[config.mk]
export PLATFORM = sky130hd
export DESIGN_NAME = rtc_alarm_unit
export DESIGN_NICKNAME = d
export VERILOG_FILES = /design/src/rtl/rtc_alarm_unit.sv
export SDC_FILE = /design/constraint.sdc
export NUM_CORES = 1
export LEC_CHECK = 0
export ABC_AREA = 0
export CORE_UTILIZATION = 45
export DETAILED_ROUTE_END_ITERATION = 10
export PLACE_DENSITY = 0.81
export SLEW_MARGIN = 25
export SYNTH_ARGS = -nofsm -noshare
export SYNTH_HDL_FRONTEND = slang
export SYNTH_SLANG_ARGS = --single-unit
[constraint.sdc]
create_clock -name clk -period 4.8 [get_ports clk]
set_clock_uncertainty 0.1 [all_clocks]
set_input_delay 0.96 -clock clk [delete_from_list [all_inputs] [get_ports clk]]
set_output_delay 0.96 -clock clk [all_outputs]
set_load 0.05 [all_outputs]
[src/rtl/rtc_alarm_unit.sv]
// rtc_alarm_unit: alarm time register, time/alarm compare and ringing controller
// for the real-time clock board. Consumes the BCD digit counters and the 1 Hz tick.
//
// Optional feature macro: RTC_ALARM_SNOOZE_EN (snooze input, SNOOZE state and
// snooze counters). Undefined by default: snooze is ignored, state 11 unreachable.
//
// Ports:
//   clk        system clock
//   aclr       asynchronous active-low reset
//   tick       1-clk pulse once per second
//   time_bcd   running time {h1,h0,m1,m0,s1,s0}, 4-bit BCD digits
//   set_val    binary load value from switches
//   set_sel    load target: 0 seconds, 1 minutes, 2 hours, 3 reserved
//   set_stb    1-clk load strobe
//   arm_en     level, alarm enabled
//   stop       1-clk pulse, silence the alarm
//   snooze     1-clk pulse, postpone the alarm
//   alarm_bcd  stored alarm time, same packing as time_bcd
//   state      00 IDLE, 01 ARMED, 10 RINGING, 11 SNOOZE
//   ringing    high while in RINGING
//   buzz       1 Hz square wave while ringing
//   set_err    1-clk pulse on a rejected load
module rtc_alarm_unit #(
    parameter int unsigned RING_SECONDS   = 30,
    parameter int unsigned SNOOZE_SECONDS = 60,
    parameter int unsigned MAX_SNOOZE     = 3
) (
    input  logic        clk,
    input  logic        aclr,
    input  logic        tick,
    input  logic [23:0] time_bcd,
    input  logic [7:0]  set_val,
    input  logic [1:0]  set_sel,
    input  logic        set_stb,
    input  logic        arm_en,
    input  logic        stop,
    input  logic        snooze,
    output logic [23:0] alarm_bcd,
    output logic [1:0]  state,
    output logic        ringing,
    output logic        buzz,
    output logic        set_err
);

    localparam int unsigned CNT_W = 8;

    typedef enum logic [1:0] {
        S_IDLE    = 2'b00,
        S_ARMED   = 2'b01,
        S_RINGING = 2'b10,
        S_SNOOZE  = 2'b11
    } state_t;

    state_t             state_q, state_nx;
    logic [CNT_W-1:0]   ring_cnt_q, ring_cnt_nx;
    logic               buzz_nx, ringing_nx;
    logic [23:0]        alarm_nx;
    logic               set_err_nx;
    logic               match, match_prev, trigger;
    logic               ring_done, snooze_ok, snooze_done;
    logic [3:0]         load_tens, load_units;

`ifdef RTC_ALARM_SNOOZE_EN
    logic [CNT_W-1:0]   snooze_cnt_q, snooze_cnt_nx;
    logic [CNT_W-1:0]   snooze_num_q, snooze_num_nx;

    assign snooze_ok   = snooze && (snooze_num_q < CNT_W'(MAX_SNOOZE));
    assign snooze_done = (snooze_cnt_q == CNT_W'(SNOOZE_SECONDS - 1));
`else
    logic               unused_snooze;
    logic [15:0]        unused_cfg;

    assign unused_snooze = snooze;
    assign unused_cfg    = {8'(SNOOZE_SECONDS), 8'(MAX_SNOOZE)};
    assign snooze_ok     = 1'b0;
    assign snooze_done   = 1'b0;
`endif

    assign state     = state_q;
    assign match     = (time_bcd == alarm_bcd);
    // Rising edge of equality only, so arming onto an already-equal time stays quiet.
    assign trigger   = match && !match_prev;
    assign ring_done = (ring_cnt_q == CNT_W'(RING_SECONDS - 1));

    // Alarm field load with range check; tens digit of a legal value fits in 4 bits.
    always_comb begin : load_logic
        alarm_nx   = alarm_bcd;
        set_err_nx = 1'b0;
        load_tens  = 4'(set_val / 8'd10);
        load_units = 4'(set_val % 8'd10);
        if (set_stb) begin
            case (set_sel)
                2'd0: if (set_val <= 8'd59) alarm_nx[7:0]   = {load_tens, load_units};
                      else                  set_err_nx      = 1'b1;
                2'd1: if (set_val <= 8'd59) alarm_nx[15:8]  = {load_tens, load_units};
                      else                  set_err_nx      = 1'b1;
                2'd2: if (set_val <= 8'd23) alarm_nx[23:16] = {load_tens, load_units};
                      else                  set_err_nx      = 1'b1;
                default: set_err_nx = 1'b1;
            endcase
        end
    end

    // State and datapath registers.
    always_ff @(posedge clk or negedge aclr) begin : regs
        if (!aclr) begin
            state_q      <= S_IDLE;
            ring_cnt_q   <= '0;
            buzz         <= 1'b0;
            ringing      <= 1'b0;
            alarm_bcd    <= '0;
            set_err      <= 1'b0;
            match_prev   <= 1'b0;
`ifdef RTC_ALARM_SNOOZE_EN
            snooze_cnt_q <= '0;
            snooze_num_q <= '0;
`endif
        end else begin
            state_q      <= state_nx;
            ring_cnt_q   <= ring_cnt_nx;
            buzz         <= buzz_nx;
            ringing      <= ringing_nx;
            alarm_bcd    <= alarm_nx;
            set_err      <= set_err_nx;
            match_prev   <= match;
`ifdef RTC_ALARM_SNOOZE_EN
            snooze_cnt_q <= snooze_cnt_nx;
            snooze_num_q <= snooze_num_nx;
`endif
        end
    end

    // Next state; priority arm_en=0 > stop > snooze > tick timeout > trigger.
    always_comb begin : next_state
        state_nx = state_q;
        if (!arm_en) begin
            state_nx = S_IDLE;
        end else begin
            case (state_q)
                S_IDLE:    state_nx = S_ARMED;
                S_ARMED:   if (trigger) state_nx = S_RINGING;
                S_RINGING: begin
                    if (stop)                   state_nx = S_ARMED;
                    else if (snooze_ok)         state_nx = S_SNOOZE;
                    else if (tick && ring_done) state_nx = S_ARMED;
                end
`ifdef RTC_ALARM_SNOOZE_EN
                S_SNOOZE: begin
                    if (stop)                     state_nx = S_ARMED;
                    else if (tick && snooze_done) state_nx = S_RINGING;
                end
`endif
                default:   state_nx = S_IDLE;
            endcase
        end
    end

    // Counters and buzzer; counters only clear on entry, so disarm leaves them holding.
    always_comb begin : output_logic
        ring_cnt_nx = ring_cnt_q;
        buzz_nx     = buzz;
        ringing_nx  = (state_nx == S_RINGING);
`ifdef RTC_ALARM_SNOOZE_EN
        snooze_cnt_nx = snooze_cnt_q;
        snooze_num_nx = snooze_num_q;
`endif
        if (!arm_en) begin
            buzz_nx = 1'b0;
        end else begin
            case (state_q)
                S_ARMED: begin
                    if (trigger) begin
                        ring_cnt_nx = '0;
                        buzz_nx     = 1'b1;
`ifdef RTC_ALARM_SNOOZE_EN
                        snooze_num_nx = '0;
`endif
                    end
                end
                S_RINGING: begin
                    if (stop) begin
                        buzz_nx = 1'b0;
                    end else if (snooze_ok) begin
                        buzz_nx = 1'b0;
`ifdef RTC_ALARM_SNOOZE_EN
                        snooze_cnt_nx = '0;
                        snooze_num_nx = snooze_num_q + CNT_W'(1);
`endif
                    end else if (tick) begin
                        ring_cnt_nx = ring_cnt_q + CNT_W'(1);
                        buzz_nx     = ring_done ? 1'b0 : !buzz;
                    end
                end
`ifdef RTC_ALARM_SNOOZE_EN
                S_SNOOZE: begin
                    if (!stop && tick) begin
                        snooze_cnt_nx = snooze_cnt_q + CNT_W'(1);
                        if (snooze_done) begin
                            ring_cnt_nx = '0;
                            buzz_nx     = 1'b1;
                        end
                    end
                end
`endif
                default: ;
            endcase
        end
    end

endmodule

== Word-level counts from Yosys, hierarchy flattened ==
Index checks and enable logic that the tools add are counted.

* Register bits: 38
* Bits of input ports: 41
* Output and inout port bits: 29
* Logic and storage cells: 59

* Add/subtract/negate cells: 1
* Div/mod/pow operators: 2
* Magnitude comparators: 2
* Eq/ne operators: 13
* Muxes and demuxes: 19
* Reductions and logical operators: 13

{| class="wikitable"
|+ Operators by type and width
! kind !! count
|-
| $eq 24x24->1 || 1
|-
| $mux 8 || 3
|-
| $pmux 8 s2 || 1
|-
| $reduce_and 3->1 || 4
|-
| $add 8x1->8 const B || 1
|-
| $div 8x4->8 const B || 1
|-
| $eq 8x5->1 const B || 1
|-
| $le 8x5->1 const B || 1
|-
| $le 8x6->1 const B || 1
|-
| $mod 8x4->8 const B || 1
|-
| $mux 1 || 8
|-
| $mux 2 || 4
|-
| $eq 2x2->1 const B || 3
|-
| $ne 2x2->1 const B || 3
|-
| $pmux 2 s3 || 1
|-
| $reduce_and 5->1 || 1
|-
| $eq 2x1->1 const B || 2
|-
| $logic_not 2->1 || 2
|-
| $ne 4x4->1 const B || 1
|-
| $pmux 1 s2 || 2
|-
| $ne 3x1->1 const B || 1
|-
| $ne 3x3->1 const B || 1
|-
| $logic_and 1x1->1 || 2
|-
| $logic_not 1->1 || 2
|-
| other kinds (2) || 2
|}

== Longest topological paths before layout ==
Gate-level depths: netlist (run 1).

* Depth after elaboration: 7
* Mapped depth: 9
* Depth with buffers taken out: 9

== Worst setup path before layout (run 1) ==
Ideal clock, no wire load.

* Kind: input -> register
* From: input set_val[4]
* To: register alarm_bcd[11]
* Setup time: 125 ps
* Data arrival time: 2631 ps
* Required time: 4575 ps
* Slack: 1944 ps
* Cell stages on the path: 8
* Buffers on the path: 1
* Path through: buf_6 nand2b_4 or4b_4 o211ai_4 xnor2_4 a211o_1 and4_4 mux2_4

* Longest elaborated chain between the ends: 2
* Elaborated cells on any way between the ends: 3
* Classes of those cells: 1 x div; 1 x order compare; 1 x reduce/logical

{| class="wikitable"
|+ RTL lines
! element !! line !! RTL
|-
| from (decl) || 32 || <nowiki>input logic [7:0] set_val,</nowiki>
|-
| parallel branches: the longest is 2 deep, another holds $mod 8x4->8 || -- ||
|-
| to (signal assigned) || 123 || <nowiki>alarm_bcd <= alarm_nx;</nowiki>
|-
| to (decl) || 38 || <nowiki>output logic [23:0] alarm_bcd,</nowiki>
|}

Parallel ways; which one is timed is not known.
A chain may end at the register's enable or synchronous reset.

== Worst setup path after layout (run 1) ==
* From: input set_val[3]
* To: register alarm_bcd[1]

* Longest elaborated chain between the ends: 2
* Elaborated cells on any way between the ends: 3
* Classes of those cells: 1 x div; 1 x order compare; 1 x reduce/logical

{| class="wikitable"
|+ RTL lines
! element
|-
| parallel branches: the longest is 2 deep, another holds $mod 8x4->8
|}

Parallel ways; which one is timed is not known.

==> results_dict.tcl, run 1 <==
set metrics [dict create \
    io_pins 70 \
    switching_share_pct 38.7 \
    die_x_um 74.6 \
    cts_setup_buffers 0 \
    die_y_um 74.6 \
    grt_pass1_wl_mm 9.26 \
    h-tree-depth 2 \
    rows 26 \
    drive_above_1_share_pct 7.62 \
    async_flop_share_pct 100 \
    drc 0 \
    syn-num-nets 293 \
    fin_tns_setup_ns 0 \
    finalWirelength_mm 5.73 \
    grt_overflow 0 \
    power_frac_seq_pct 36.2 \
    worst-endpoint-arrival_ns 3.53 \
    dr.pass1.iters 4 \
    maxSlewHeadroom_pct 42.5 \
    synth_edf_count 0 \
    hold_viol_final 0 \
    post-route-util_pct 62.8 \
    p_sw_uw 441 \
    p_int_uw 698 \
    tightest_slew_ns 0.862 \
    coreArea_um2 5070 \
    synth_ff_type "dfrtp_1" \
    slew_violations 0 \
    final.period_utilization_pct 72.3 \
    place_hpwl_mm 4.28 \
    start_util_pct 46.7 \
    gp_congestion 0.824 \
    diodes 0 \
    clock_sinks 38 \
    period_needed_ns 3.47 \
    detail-route-antenna-nets 0 \
    setup_viol 0 \
    required_ns 4.86 \
    placedCellCount 377 \
    synth_area_leader_cell "dfrtp_1" \
    nFillCells 447 \
    synth.distinct_cells 54 \
    layout_commonest_cell "clkdlybuf4s50_1" \
    maxCapViolations 0 \
    synth.area.top_cells "dfrtp_1, xor2_1, nor2_1, xnor2_1, a31oi_1" \
    crit_path_end_kind "flip-flop" \
    drtIter0Drc 86 \
    clock_path_buffers 2 \
    netlist_instances 250 \
    ctsHoldBuffers 0 \
    hp-class "flip-flop to flip-flop" \
    numCtsBuffers 5 \
    syn_area_per_cell_um2 9.47 \
    viasPerCell 5.39 \
    synth_top_area_share_pct 40.1 \
    holdWs_ns 0.408 \
    clock.fmax_ghz 0.288 \
    clockPowerShare_pct 24.6 \
    synth.ff_latch_count 38 \
    port-buffer-count 68 \
    start_kind "input port" \
    peakVddDrop_mv 0.148 \
    path_max_fanout 13 \
    die-area_um2 5560 \
    status "finished clean" \
    wl_per_cell_um 14.9 \
    cts-resized-gates 0 \
    num_vias 2075 \
    nets 357 \
    cts_tree "yes" \
    syn_to_final_growth_pct 34.5 \
    synth_sequential_area_ratio_pct 40.1 \
    antenna_found_initial 0 \
    p_leak_nw 1.34 \
    grt_max_degree 39 \
    grt_usage_pct 22.1 \
    p_comb_share_pct 39.2 \
    synth-warning-count 0 \
    clock_latency_ns 0.30 \
    clk_pin_slew_ns 0.09 \
    mostFrequentLayoutCells "clkdlybuf4s50_1, dfrtp_1, nor2_1" \
    synth_area_um2 2370 \
    p_per_area_nw_per_um2 357 \
    grt_pass1_vias 1929 \
    path_class "input port to flip-flop" \
    cts_root_buffer "clkbuf_8" \
    fin_cells 385 \
    grt_setup_unrepaired "no" \
]
cell usage after synthesis, drive strengths merged (3+ instances only):
master / instances
o31ai: 3
nand2b: 3
buf: 9
mux2i: 3
xor2: 17
nor4: 6
nand3: 5
dfrtp: 38
and3: 5
nor3b: 4
clkbuf: 3
inv: 7
nand2: 20
a21oi: 13
xnor2: 10
a31oi: 12
o21ai: 6
or2: 4
nor3: 5
mux2: 8
nor2: 22
nor2b: 9
or3: 3
o21a: 3
nand4: 4
power by group through the flow:
stage / clock network (mW) / logic (mW) / registers [mW]
floorplan: 0 / 0.139 / 0.562
finish: 0.280 / 0.446 / 0.413
global route: 0.294 / 0.473 / 0.420
global placement: 0 / 0.440 / 0.417
CTS: 0.283 / 0.449 / 0.414
detailed placement: 0 / 0.447 / 0.420
layer usage:
metal  GRT usage (%)  vias up  share of wire (%)
met5               0        -                  0
met4            8.18        0                1.2
met3            2.44        5                2.5
met2            37.9       50                 51
met1            28.8      999                 45
li1                -     1021                  -
worst max-delay path, cell delays in order:
cell and delay (ns):
clkdlybuf4s50_1 0.81, or4bb_1 0.53, a21oi_1 0.15, a221oi_1 0.13, nand2_1 0.19, nor2_1 0.06
a221oi_1 0.56, a21oi_1 0.14
metrics by stage:
step / power, mW / instance area, µm² / setup slack [ns]
finish: 1.14 / 3190 / 1.33
global route: 1.19 / 3190 / 1.15
CTS: 1.15 / 3190 / 1.37
detailed placement: 0.867 / 3070 / 1.06
global placement: 0.857 / 3070 / 1.10
floorplan: 0.701 / 2370 / 1.94
cells by family (layout without fill, tap and decap cells):
logic type	after synthesis	in the layout	synth area share (%)
DFF	38	38	40.1
and+or+nand+nor	100	100	23.2
AOI/OAI and AO/OA	52	52	14.9
buffers and inverters	19	84	3.91
xor gates and xnor gates	27	27	10.8
adders and majority gates	3	3	1.48
muxes	11	11	5.55
flip-flops by register name, indices dropped and copies added, names as in the netlist:
name        flops
match_prev      1
ring_cnt_q      8
buzz            1
set_err         1
alarm_bcd      24
ringing         1
state           2
path summary, 6_finish.rpt:
kind,startpoint,to,slack [ns],cells past startpoint
setup / recovery,set_val[3],alarm_bcd[1],1.33,8
max in group asynchronous,aclr,alarm_bcd[23],3.40,1
hold reg to reg,ring_cnt_q[7],ring_cnt_q[7],0.41,1
setup reg to reg,alarm_bcd[5],ring_cnt_q[6],2.29,7
min in group asynchronous,aclr,alarm_bcd[1],0.67,1
hold / removal,ring_cnt_q[7],ring_cnt_q[7],0.41,1
layout make-up:
class                      instances  area, µm²  area share [%]
sequential                        38        951            29.8
tap                               70       87.6            2.75
clock inverter                     3       45.0            1.41
clock buffer                       5       68.8            2.16
inverter                           7       26.3           0.824
timing repair buffer              69        683            21.4
multi-input combinational        193       1330            41.6
Note: power is estimated with default switching activity, not from simulation.
==> inputs of run 2 (changes only) <==
==> constraint.sdc (replaced) <==
create_clock -name clk -period 3.3 [get_ports clk]
set_clock_uncertainty 0.1 [all_clocks]
set_input_delay 0.66 -clock clk [delete_from_list [all_inputs] [get_ports clk]]
set_output_delay 0.66 -clock clk [all_outputs]
set_load 0.05 [all_outputs]
==> run 2 against run 1 <==
  * Non-clock buffer count rose by 10
  * Critical endpoint is now alarm_bcd[0]
  * Via count grew 0.58%
  * Largest power group unchanged
  * Highest routed layer unchanged
  * Total power up 37%
  * Die area is the same
  * Hold slack worse by 0.040 ns
  * Register-to-register slack got worse by 1.2 ns
  * Design area up 1.2%
  * Count of clock-buffer cells in the layout grew 2
==> results_dict.tcl, run 2 (synthesis gave the netlist of run 1 again) <==
set metrics [dict create \
    port-buffer-count 68 \
    nets 367 \
    drtIter0Drc 79 \
    peakVddDrop_mv 0.228 \
    largest_register "alarm_bcd" \
    post-route-util_pct 63.5 \
    h-tree-depth 2 \
    slew_violations 0 \
    grt_max_degree 39 \
    grt_setup_unrepaired "no" \
    die_y_um 74.6 \
    hold_viol_final 0 \
    viasPerCell 5.30 \
    met1_usage_pct 28.1 \
    drive_above_1_share_pct 9.57 \
    io_pins 70 \
    die-area_um2 5560 \
    gp_congestion 0.880 \
    ctsHoldBuffers 0 \
    clock_path_buffers 2 \
    clock_latency_ns 0.29 \
    grt_usage_pct 21.2 \
    p_leak_nw 1.37 \
    clockPowerShare_pct 19.1 \
    coreArea_um2 5070 \
    tightest_slew_ns 0.976 \
    setup_viol 0 \
    die_x_um 74.6 \
    reg2reg_setup_slack_ns 1.08 \
    start_util_pct 46.7 \
    cts-resized-gates 0 \
    detail-route-antenna-nets 0 \
    largest_reg_flops 24 \
    rows 26 \
    worst-endpoint-arrival_ns 3.04 \
    antenna_found_initial 0 \
    path_class "input port to flip-flop" \
    use_met2_pct 35.3 \
    grt-busiest-layer "met2" \
    drc 0 \
    p_sw_uw 611 \
    maxSlewHeadroom_pct 34.8 \
    nFillCells 425 \
    diodes 0 \
    start_kind "input port" \
    fin_tns_setup_ns 0 \
    cts_tree "yes" \
    crit_path_end_kind "flip-flop" \
    grt_pass1_vias 1909 \
    cts_setup_buffers 0 \
    status "finished clean" \
    wl_per_cell_um 14.0 \
    grt_pass1_wl_mm 8.92 \
    r2r_cells 8 \
    numCtsBuffers 5 \
    power_mw 1.56 \
    mostFrequentLayoutCells "clkdlybuf4s50_1, dfrtp_1, nor2_1" \
    grtUsageMet3_pct 4.47 \
    clock.fmax_ghz 0.338 \
    required_ns 3.38 \
    rr_startpoint "alarm_bcd[1]" \
    period_needed_ns 2.96 \
    finalWorstSetupSlack_ns 0.339 \
    maxCapViolations 0 \
    hp-class "input port to async pin" \
    layout_commonest_cell "clkdlybuf4s50_1" \
    grt_overflow 0 \
    syn_to_final_growth_pct 36.1 \
    p_comb_share_pct 42.2 \
    pre_cts_slack_ns 0.0405 \
    place_hpwl_mm 4.26 \
    power_frac_seq_pct 38.6 \
    path_max_fanout 12 \
    switching_share_pct 39.3 \
    clock_sinks 38 \
    cts_root_buffer "clkbuf_8" \
    num_vias 2087 \
    clk_pin_slew_ns 0.07 \
    finalWirelength_mm 5.51 \
    p_int_uw 945 \
    p_per_area_nw_per_um2 483 \
    worst_r2r_endpoint "ring_cnt_q[6]" \
    final.period_utilization_pct 89.7 \
    dr.pass1.iters 4 \
]
==> run 2: changes by cell type in the layout (fill, tap and decap cells not counted) <==
cell,change
buf_4,+10
clkbuf_1,+2
clkinvlp_4,-2
bufinv_16,-1
==> run 2: cell type report <==
cell class              count  area (µm²)  area share, %
multi-input cells         193        1330           41.1
inverters                   7        26.3          0.815
clock buffers               7        76.3           2.37
repair buffers             79         758           23.5
well taps                  70        87.6           2.72
flip-flops and latches     38         951           29.5
==> run 2: layer usage <==
| metal | vias up | part of all wire (%) |
|---|---|---|
| met2 | 36 | 51 |
| met1 | 1006 | 45 |
| met4 | 0 | 1.2 |
| met5 | - | 0 |
| met3 | 8 | 3.1 |
| li1 | 1037 | - |
==> run 2: worst max-delay path by stage <==
stage / startpoint / end / slack (ns) / depth (start not counted)
after floorplan: set_val[4] / alarm_bcd[11] / 0.74 / 8
after global routing: set_val[3] / alarm_bcd[2] / 0.16 / 6
after CTS: set_val[3] / alarm_bcd[0] / 0.35 / 6
final: set_val[3] / alarm_bcd[0] / 0.34 / 6
after global placement: set_val[3] / alarm_bcd[2] / 0.1 / 6
after detailed placement: set_val[3] / alarm_bcd[0] / 0.04 / 6
==> run 2: worst max-delay path, cell delays in order <==
cell             delay [ns]
clkdlybuf4s50_1        0.59
nand2_1                0.19
o31ai_1                0.11
nor3b_1                0.25
nor2b_1                0.81
mux2_2                 0.41
==> run 2: stage by stage <==
stage	std cells	cell area (µm²)	hold slack [ns]
after floorplan	250	2370	0.264
after global placement	387	3150	0.376
after detailed placement	387	3150	0.378
after CTS	394	3220	0.388
after global routing	394	3220	0.399
final	394	3220	0.368
==> run 2: power groups by stage <==
stage	Sequential, mW	Combinational [mW]	Clock, mW
after CTS	0.601	0.661	0.307
final	0.601	0.657	0.298
after detailed placement	0.610	0.659	0
after floorplan	0.817	0.202	0
after global routing	0.609	0.699	0.328
after global placement	0.608	0.650	0
==> edit: new RTL, config.mk and constraints of run 2 <==
Set the localparam `CNT_W` to 6 (it was 8).
--- a/src/rtl/rtc_alarm_unit.sv
+++ b/src/rtl/rtc_alarm_unit.sv
@@ -44,3 +44,3 @@
 
-    localparam int unsigned CNT_W = 8;
+    localparam int unsigned CNT_W = 6;
 
Formal check against the unedited RTL: same outputs for any inputs over 10 cycles, from zero or initial values; that may be too few to reach the edited logic, so the function may still have changed.
==> edit against run 2 <==
Worst setup slack improved by 0.085 ns. Highest routed layer unchanged. Sequential cell count decreased by 2. Design area increased by 9.5%. Clock power increased by 33%. Total power increased by 8.9%. Synthesized area increased by 9.0%. Register-to-register slack got worse by 0.19 ns. Routed wire length increased by 23%.
==> edit: results (changes against run 2) <==
| Metric | Value |
|---|---|
| Outcome | `completed` |
| Number of distinct library cell variants in the gate-level netlist after synthesis | `66 (+22%)` |
| Number of H-tree branching levels | `2 (unchanged)` |
| Number of warnings reported in the yosys synthesis log | `0 (unchanged)` |
| Violation count after the first detailed-routing iteration | `117 (+48%)` |
| Crit-path max cell delay | `0.62 ns (-0.19 ns)` |
| Pleak | `1.44 nW (+4.6%)` |
| Drt total wl | `6790 µm (+23%)` |
| Synthesized Nets | `328 (+12%)` |
| Overall fraction of global-route tracks in use | `0.246 (+0.0337)` |
| Net count reported at finish | `406 (+11%)` |
| Number of input and output port buffers inserted | `68 (unchanged)` |
| Reported combinational group power | `0.000716 W (+9.0%)` |
| Number of global-route vias before repair | `2377 (+25%)` |
| Dominant cells by area after synthesis | `sky130_fd_sc_hd__dfrtp_1 (35%), sky130_fd_sc_hd__xnor2_1 (5.8%), sky130_fd_sc_hd__mux2_2 (4.4%)` |
| Gate family responsible for the most delay along the worst path | `compound AO/OA/AOI/OAI gates` |
| Router iterations before antenna repair | `4 (unchanged)` |
| Arrival time of data at the critical path endpoint | `2.98 ns (-0.06 ns)` |
| Maximum number of buffers from clock root to sink | `2 (unchanged)` |
| Fin cells | `436 (+11%)` |
| Ant diodes | `0 (unchanged)` |
| Setup slack at placement | `0.139 ns (+0.0987 ns)` |
| Max transition margin | `0.636 (+0.287)` |
| Sequential fraction of the synthesis area | `0.349 (-0.0525)` |
| Layout cells sized above 1 | `0.132 (+0.0362)` |
| Placed cell areas | `0.00342 mm² (+8.5%)` |
| Proportion of register bits with asynchronous set or reset after synthesis | `1.00 (unchanged)` |
| Max IR drop VDD | `0.000304 V (+33%)` |
| Average cell area after synthesis | `9.06 µm² (-4.4%)` |
| Final HPWL from detailed placement | `5250 µm (+23%)` |
| Switching part of the total | `0.393 (+0.000464)` |
| Sequential fraction of design power | `0.344 (-0.042)` |
| CP max-delay cell | `sky130_fd_sc_hd__clkdlybuf4s50_1` |
| Skew-Pair Late Insertion Delay | `0.29 ns (about the same)` |
| Placed insts | `428 (+11%)` |
| Vias | `2538 (+22%)` |
| Final weighted congestion of routability-driven global placement | `0.852 (-3.1%)` |
| Worst hold path type | `flop to flop` |
| Wire length of the first global-routing pass | `11600 µm (+30%)` |
| Maximum number of pins on one net before global-route repair | `37 (-5.1%)` |
| Synth cell count leaders | `sky130_fd_sc_hd__dfrtp_1 (36), sky130_fd_sc_hd__nand2_1 (21), sky130_fd_sc_hd__xnor2_1 (17)` |
| Highest fanout seen on the critical path | `16 (+4)` |
==> edit: cell types whose count changed in the layout (fill, tap and decap cells not counted), moves of 5 or more <==
cell	run 2	this run
sky130_fd_sc_hd__nand4_1	4	12
sky130_fd_sc_hd__a31oi_1	12	3
sky130_fd_sc_hd__nor2_1	22	14
sky130_fd_sc_hd__mux2_2	5	10
sky130_fd_sc_hd__xor2_1	17	9
sky130_fd_sc_hd__xnor2_1	9	17
sky130_fd_sc_hd__buf_4	11	19
==> edit: layout make-up <==
cell class / count / area, µm²
Sequential cell: 36 / 901
Multi-Input combinational cell: 223 / 1560
Timing Repair Buffer: 87 / 823
Clock buffer: 5 / 68.8
Fill cell: 441 / 1980
Tap cell: 72 / 90.1
Inverter: 10 / 37.5
Clock inverter: 3 / 46.3
==> edit: path summary, 6_finish.rpt <==
| check | from | end | slack (ns) | cells after the start |
|---|---|---|---|---|
| min in group asynchronous | aclr | state[1] | 0.68 | 2 |
| setup / recovery | set_val[5] | alarm_bcd[2] | 0.42 | 7 |
| setup reg to reg | alarm_bcd[19] | ring_cnt_q[1] | 0.89 | 6 |
| max in group asynchronous | aclr | ring_cnt_q[3] | 2.09 | 2 |
| hold reg to reg | state[0] | state[0] | 0.44 | 1 |
| hold / removal | state[0] | state[0] | 0.44 | 1 |
==> edit: logic make-up after synthesis <==
kind of cell	after synthesis	share of synthesized area
AOI/OAI and AO/OA	73	0.207
DFF	36	0.349
xor gates and xnor gates	26	0.0882
and+or+nand+nor	106	0.233
buffers and inverters	26	0.0451
muxes	16	0.0688
adders and majority gates	2	0.00969
==> edit: routing by layer <==
metal / track usage / wire [µm] / vias up
met5: 0 / 0 / -
met4: 0.0962 / 148 / 0
met3: 0.0482 / 424 / 19
met2: 0.411 / 3270 / 103
met1: 0.312 / 2960 / 1204
li1: - / - / 1212
